File: src/rtl/fc_ctrl_pkg.sv
// Shared types and width helpers for the fully-connected layer sequencer.
package fc_ctrl_pkg;

    typedef enum logic [1:0] {
        S_LOAD  = 2'd0,
        S_MAC   = 2'd1,
        S_DRAIN = 2'd2,
        S_OUT   = 2'd3
    } state_t;

    // Counter/address width with a floor of one bit so N=1 or M=1 still elaborates.
    function automatic int cw(input int v);
        return (v > 1) ? $clog2(v) : 1;
    endfunction

endpackage

File: src/rtl/fc_lat_pipe.sv
// LAT-stage valid shift register; realigns accumulate enables with the
// synchronous read latency of vector memory and weight ROM.
module fc_lat_pipe #(
    parameter int LAT = 1
) (
    input  logic clk,
    input  logic rst,
    input  logic din,
    output logic dout
);

    logic [LAT-1:0] stages;

    generate
        if (LAT == 1) begin : g_one
            always_ff @(posedge clk or posedge rst) begin
                if (rst) stages <= '0;
                else     stages <= din;
            end
        end else begin : g_many
            always_ff @(posedge clk or posedge rst) begin
                if (rst) stages <= '0;
                else     stages <= {stages[LAT-2:0], din};
            end
        end
    endgenerate

    assign dout = stages[LAT-1];

endmodule

File: src/rtl/fc_seq_ctrl.sv
// Sequencer for y = W*x: loads N input words, then per row issues N
// memory/ROM reads, waits for the read pipe to drain and presents the result.
module fc_seq_ctrl
    import fc_ctrl_pkg::*;
#(
    parameter int M   = 8,
    parameter int N   = 8,
    parameter int LAT = 1
) (
    input  logic                  clk,
    input  logic                  reset,
    input  logic                  input_valid,
    output logic                  input_ready,
    input  logic                  output_ready,
    output logic                  output_valid,
    output logic [cw(N)-1:0]      addr_x,
    output logic                  wr_en_x,
    output logic [cw(M*N)-1:0]    addr_w,
    output logic                  clear_acc,
    output logic                  en_acc,
    output logic                  layer_done,
    output logic [1:0]            fsm_state
);

    localparam int XW = cw(N);
    localparam int WW = cw(M*N);
    localparam int RW = cw(M);
    localparam int DW = cw(LAT);

    localparam logic [XW-1:0] X_LAST   = XW'(N - 1);
    localparam logic [RW-1:0] ROW_LAST = RW'(M - 1);
    localparam logic [DW-1:0] D_LAST   = DW'(LAT - 1);
    localparam logic [WW-1:0] N_STEP   = WW'(N);

    state_t          state;
    logic [XW-1:0]   load_cnt;
    logic [XW-1:0]   col;
    logic [RW-1:0]   row;
    logic [WW-1:0]   row_base;
    logic [DW-1:0]   drain_cnt;
    logic            issue;

    // Both handshakes transfer on a rising edge where valid and ready are high
    // together; ready/valid never depend combinationally on the other side.
    assign wr_en_x    = input_valid & input_ready;
    assign layer_done = output_valid & output_ready & (row == ROW_LAST);
    assign addr_x     = (state == S_LOAD) ? load_cnt : col;
    assign fsm_state  = state;

    fc_lat_pipe #(.LAT(LAT)) u_lat_pipe (
        .clk  (clk),
        .rst  (reset),
        .din  (issue),
        .dout (en_acc)
    );

    always_ff @(posedge clk or posedge reset) begin
        if (reset) begin
            state        <= S_LOAD;
            load_cnt     <= '0;
            col          <= '0;
            row          <= '0;
            row_base     <= '0;
            addr_w       <= '0;
            drain_cnt    <= '0;
            input_ready  <= 1'b0;
            output_valid <= 1'b0;
            clear_acc    <= 1'b0;
            issue        <= 1'b0;
        end else begin
            clear_acc <= 1'b0;
            issue     <= 1'b0;
            case (state)
                S_LOAD: begin
                    input_ready <= 1'b1;
                    if (wr_en_x) begin
                        if (load_cnt == X_LAST) begin
                            load_cnt    <= '0;
                            input_ready <= 1'b0;
                            row         <= '0;
                            row_base    <= '0;
                            col         <= '0;
                            addr_w      <= '0;
                            clear_acc   <= 1'b1;
                            issue       <= 1'b1;
                            state       <= S_MAC;
                        end else begin
                            load_cnt <= load_cnt + XW'(1);
                        end
                    end
                end
                // addr_w tracks row_base + col incrementally, so no adder on col.
                S_MAC: begin
                    if (col == X_LAST) begin
                        drain_cnt <= '0;
                        state     <= S_DRAIN;
                    end else begin
                        col    <= col + XW'(1);
                        addr_w <= addr_w + WW'(1);
                        issue  <= 1'b1;
                    end
                end
                S_DRAIN: begin
                    if (drain_cnt == D_LAST) begin
                        output_valid <= 1'b1;
                        state        <= S_OUT;
                    end else begin
                        drain_cnt <= drain_cnt + DW'(1);
                    end
                end
                S_OUT: begin
                    if (output_ready) begin
                        output_valid <= 1'b0;
                        col          <= '0;
                        if (row == ROW_LAST) begin
                            row         <= '0;
                            row_base    <= '0;
                            addr_w      <= '0;
                            input_ready <= 1'b1;
                            state       <= S_LOAD;
                        end else begin
                            row       <= row + RW'(1);
                            row_base  <= row_base + N_STEP;
                            addr_w    <= row_base + N_STEP;
                            clear_acc <= 1'b1;
                            issue     <= 1'b1;
                            state     <= S_MAC;
                        end
                    end
                end
                default: state <= S_LOAD;
            endcase
        end
    end

endmodule

File: config.mk
export PLATFORM = sky130hd
export DESIGN_NAME = fc_seq_ctrl
export DESIGN_NICKNAME = d
export VERILOG_FILES = /design/src/rtl/fc_ctrl_pkg.sv /design/src/rtl/fc_lat_pipe.sv /design/src/rtl/fc_seq_ctrl.sv
export SDC_FILE = /design/constraint.sdc
export NUM_CORES = 1
export LEC_CHECK = 0
export CORE_UTILIZATION = 45
export DETAILED_ROUTE_END_ITERATION = 8
export DONT_BUFFER_PORTS = 1
export MAX_ROUTING_LAYER = met4
export PLACE_DENSITY = 0.61
export SLEW_MARGIN = 20
export SYNTH_ARGS = -nofsm -noshare
export SYNTH_HDL_FRONTEND = slang
export SYNTH_SLANG_ARGS = --single-unit
File: constraint.sdc
create_clock -name clk -period 1.9 [get_ports clk]
set_input_delay 0.19 -clock clk [delete_from_list [all_inputs] [get_ports clk]]
set_output_delay 0.19 -clock clk [all_outputs]
set_load 0.02 [all_outputs]
==> impl_results.rst <==
.. list-table::
   :header-rows: 1

   * - Metric
     - Value
   * - Area fraction in compound gates after synthesis
     - 15.71%
   * - Worst setup slack before clock tree synthesis
     - 0.005067 ns
   * - Number of enable-type register cells in the synthesized netlist
     - 0
   * - Biggest fanout along the worst timing path
     - 10
   * - CTS clk-pin slew, worst paths
     - around 0.14 ns
   * - Post-synthesis register bit count
     - 28
   * - Slew Limit Headroom
     - 68.87%
   * - Initial antenna violation count
     - 0
   * - IO Port Bufs
     - 0
   * - Fraction of synthesis flops using an asynchronous set or reset pin
     - 100.0%
   * - Post-Route Setup TNS
     - 0 ns
   * - Die boundary width
     - around 59 um
   * - Distinct cell type count of the synthesized netlist
     - 34
   * - Diodes inserted
     - 0
   * - Most common cell in the synthesized netlist
     - sky130_fd_sc_hd__dfrtp_1
   * - Multiplexer share of the synthesized area
     - 5.150%
   * - DRC viols
     - 0
   * - Arithmetic-cell share of the synthesized area counting full adders, half adders and majority gates
     - 10.30%
   * - Die area
     - about 3500 sq um
   * - All-layer global routing usage
     - 18.47%
   * - Category of the most critical setup path
     - reg2out
   * - Power per cell area
     - 1708 nW/um^2
   * - Total of endpoints with negative setup slack in the final report
     - 0
   * - Final wirelength
     - 2.809 mm
   * - Post-Syn Area
     - around 1500 sq um
   * - Fraction of synthesized cell area taken by the top area cell type
     - approximately half
   * - Dominant combinational cell family by area after synthesis
     - compound AO/OA/AOI/OAI gates
   * - Sequential cell area fraction in the yosys report
     - about half
   * - Clk_lat worst skew
     - 0.32 ns
   * - Synthesis Warnings
     - 0
   * - Final Hold Fails
     - 0
   * - Site Rows
     - 20
   * - Simple-gate share of the synthesized area
     - 15.11%
   * - I/O pins
     - 21
   * - Startpoint kind of the worst setup timing path
     - flop
   * - First-iteration detailed-routing DRC count
     - 27
   * - Final Cycle Share
     - between 90% and 100%
   * - Synthesized area per cell
     - 10.34 sq um
   * - Pin count of the biggest net entering global routing
     - 18
   * - Ratio of cells with drive above 1 in the final layout
     - between 20% and 30%
   * - R2r endpoint
     - addr_w[5]
   * - Post-route clock skew
     - a little over 0.004 ns
   * - DRT antenna net count
     - 0
   * - Clk root buf
     - sky130_fd_sc_hd__clkbuf_4
   * - Total length of routed met3 wires
     - about 90 um
   * - TritonCTS clock tree
     - done
   * - Synth area leader
     - sky130_fd_sc_hd__dfrtp_1
   * - Flip-flop cell with the highest count after synthesis
     - sky130_fd_sc_hd__dfrtp_1
   * - Final min period
     - 1.832 ns
   * - Synthesized-area fraction occupied by xor and xnor cells
     - 0.6009%
   * - Internal reg-to-reg setup slack
     - about 0.12 ns
   * - Longest Clk Path Bufs
     - 2
   * - Starting density of the core
     - 47.75%
   * - Total via count after detailed routing
     - 1,070
   * - Average via count per standard cell
     - 5.271
   * - Net count after synthesis
     - 157
   * - Min-Delay Startpoint
     - output_ready
   * - Unrepaired setup endpoints after global routing
     - true
   * - Max-Cap Viols
     - 0
   * - Fin nets
     - around 180
   * - Wire length of the first global-routing pass
     - 4.636 mm
   * - HPWL Detailed
     - approximately 2.1 mm
   * - Destination of the worst hold path
     - clear_acc
   * - Worst setup EP type
     - primary output
   * - H-tree level count
     - 1
   * - RD Place Congestion
     - about 0.84
   * - Peak supply drop
     - ~1.1 mV
   * - Core area
     - 3053 sq um
   * - Path category of the worst min-delay check
     - in2reg
   * - Most frequent cells after synthesis
     - sky130_fd_sc_hd__dfrtp_1, sky130_fd_sc_hd__nand2_1, sky130_fd_sc_hd__inv_1, sky130_fd_sc_hd__ha_1, sky130_fd_sc_hd__o21ai_0
   * - Cell count after synthesis
     - about 140
   * - Vias in the first global route
     - 1,036
   * - Met2 WL
     - between 1 and 1.5 mm
   * - Maximum clock rate
     - 546.0 MHz
   * - Wire length the detailed router placed on met1
     - around 1.4 mm
   * - Count of cells along the worst register-to-register path
     - 8
   * - Final Worst Setup Slack
     - 0.06841 ns
   * - Max-slew violation total from the final report
     - 0
   * - Initial DRT Pass Iterations
     - 4
   * - Leakage power figure
     - between 0.7 and 0.8 nW
   * - Reg2Reg Launch Point
     - fsm_state[0]
   * - Inserted Clock Buffers
     - 3
   * - Layout area overhead
     - 15.11%
   * - Highest routed metal layer
     - met4
   * - Total gr overflow
     - 0
   * - Data arrival time of the critical path
     - 1.64 ns
   * - Slew of the pin with the lowest slew margin
     - 0.4665 ns
   * - Routed length per placed instance
     - 13.84 um
   * - Worst hold stages
     - 2
   * - Largest cells by area after synthesis
     - sky130_fd_sc_hd__dfrtp_1, sky130_fd_sc_hd__ha_1, sky130_fd_sc_hd__nand2_1
   * - Vert. Die Dim
     - 58.92 um
   * - CP Data Required Time
     - between 1.5 and 2 ns
   * - Result of the run
     - finished clean
   * - Number of sinks driven by the clock tree
     - 28
[cell families (layout without fill, tap and decap cells)]
group           Yosys count  after routing
buf+inv                  17             35
simple gates             44             44
flops                    28             28
mux                       7              7
xor+xnor                  1              1
fa+ha+maj                12             12
compound gates           32             32
[layout make-up]
| cell class | instances | area, sq um |
|---|---|---|
| repair buffers | 19 | 147.6 |
| fillers | 279 | 1375 |
| flip-flops and latches | 28 | 700.7 |
| multi-input cells | 96 | 703.2 |
| clock buffers | 3 | 22.52 |
| inverters | 13 | 48.80 |
| well taps | 44 | 55.05 |
[critical path, stage by stage (launching register included)]
cell and delay [ns]:
sky130_fd_sc_hd__dfrtp_1 0.45, sky130_fd_sc_hd__inv_2 0.11, sky130_fd_sc_hd__ha_4 0.18, sky130_fd_sc_hd__buf_4 0.17, sky130_fd_sc_hd__mux2_2 0.41
[metrics by stage]
step	hold slack [ns]	util [%]	instances	instance area, sq um	power, W
4_1_cts	0.09013	54.22	201	1655	0.002800
6_report	0.08653	54.96	203	1678	0.002866
3_5_place_dp	0.1279	51.93	194	1585	0.002469
5_1_grt	0.09300	54.96	203	1678	0.003113
2_1_floorplan	0.2554	-	141	1458	0.002055
3_3_place_gp	0.1180	51.93	194	1585	0.002420
[report_power, final]
part / internal [W] / switching (W)
clock network: 0.0000743 / 0.000164
registers: 0.000794 / 0.000270
logic: 0.000729 / 0.000834
total: 0.00160 / 0.00127
[registers in the layout (all words and copies together), names as in the netlist]
| name | flops |
|---|---|
| fsm_state | 2 |
| u_lat_pipe.dout | 1 |
| issue | 1 |
| load_cnt | 3 |
| clear_acc | 1 |
| input_ready | 1 |
| row | 3 |
| addr_w | 6 |
| row_base | 6 |
| col | 3 |
| output_valid | 1 |
[metal layers]
layer  track usage, %  up-vias
met4            7.823        0
met1            24.65      517
met5                -        -
li1                 -      528
met3            3.736        4
met2            27.27       21
[what timing repair did]
item,CTS,global route
pin swaps,1,0
hold endpoints to repair,12,0
hold buffers,2,0
setup endpoints to repair,3,3
buffers inserted,2,2
resized for setup,3,2
[worst max-delay path by stage]
stage                       startpoint   endpoint  slack [ns]
final                     fsm_state[0]  addr_x[0]        0.07
after global routing      fsm_state[0]  addr_x[0]       -0.01
after CTS                 fsm_state[0]  addr_x[0]        0.05
after detailed placement        col[0]  addr_w[2]       0.005
after global placement          col[0]  addr_w[2]        0.06
after floorplan           fsm_state[1]  addr_w[5]         0.1
[layout by cell type (no fill, tap or decap), drive strengths merged, types with 3 or more instances in the layout]
master  netlist  final
buf           3     17
a21oi         6      6
mux2i         3      3
a22o          3      3
dfrtp        28     28
ha           12     12
nor2          7      7
and2          4      4
inv          13     13
clkbuf        1      3
nand2        14     14
mux2          4      4
nand3        10     10
o21ai        10     10
No activity file was read; power rests on OpenSTA's default activity.
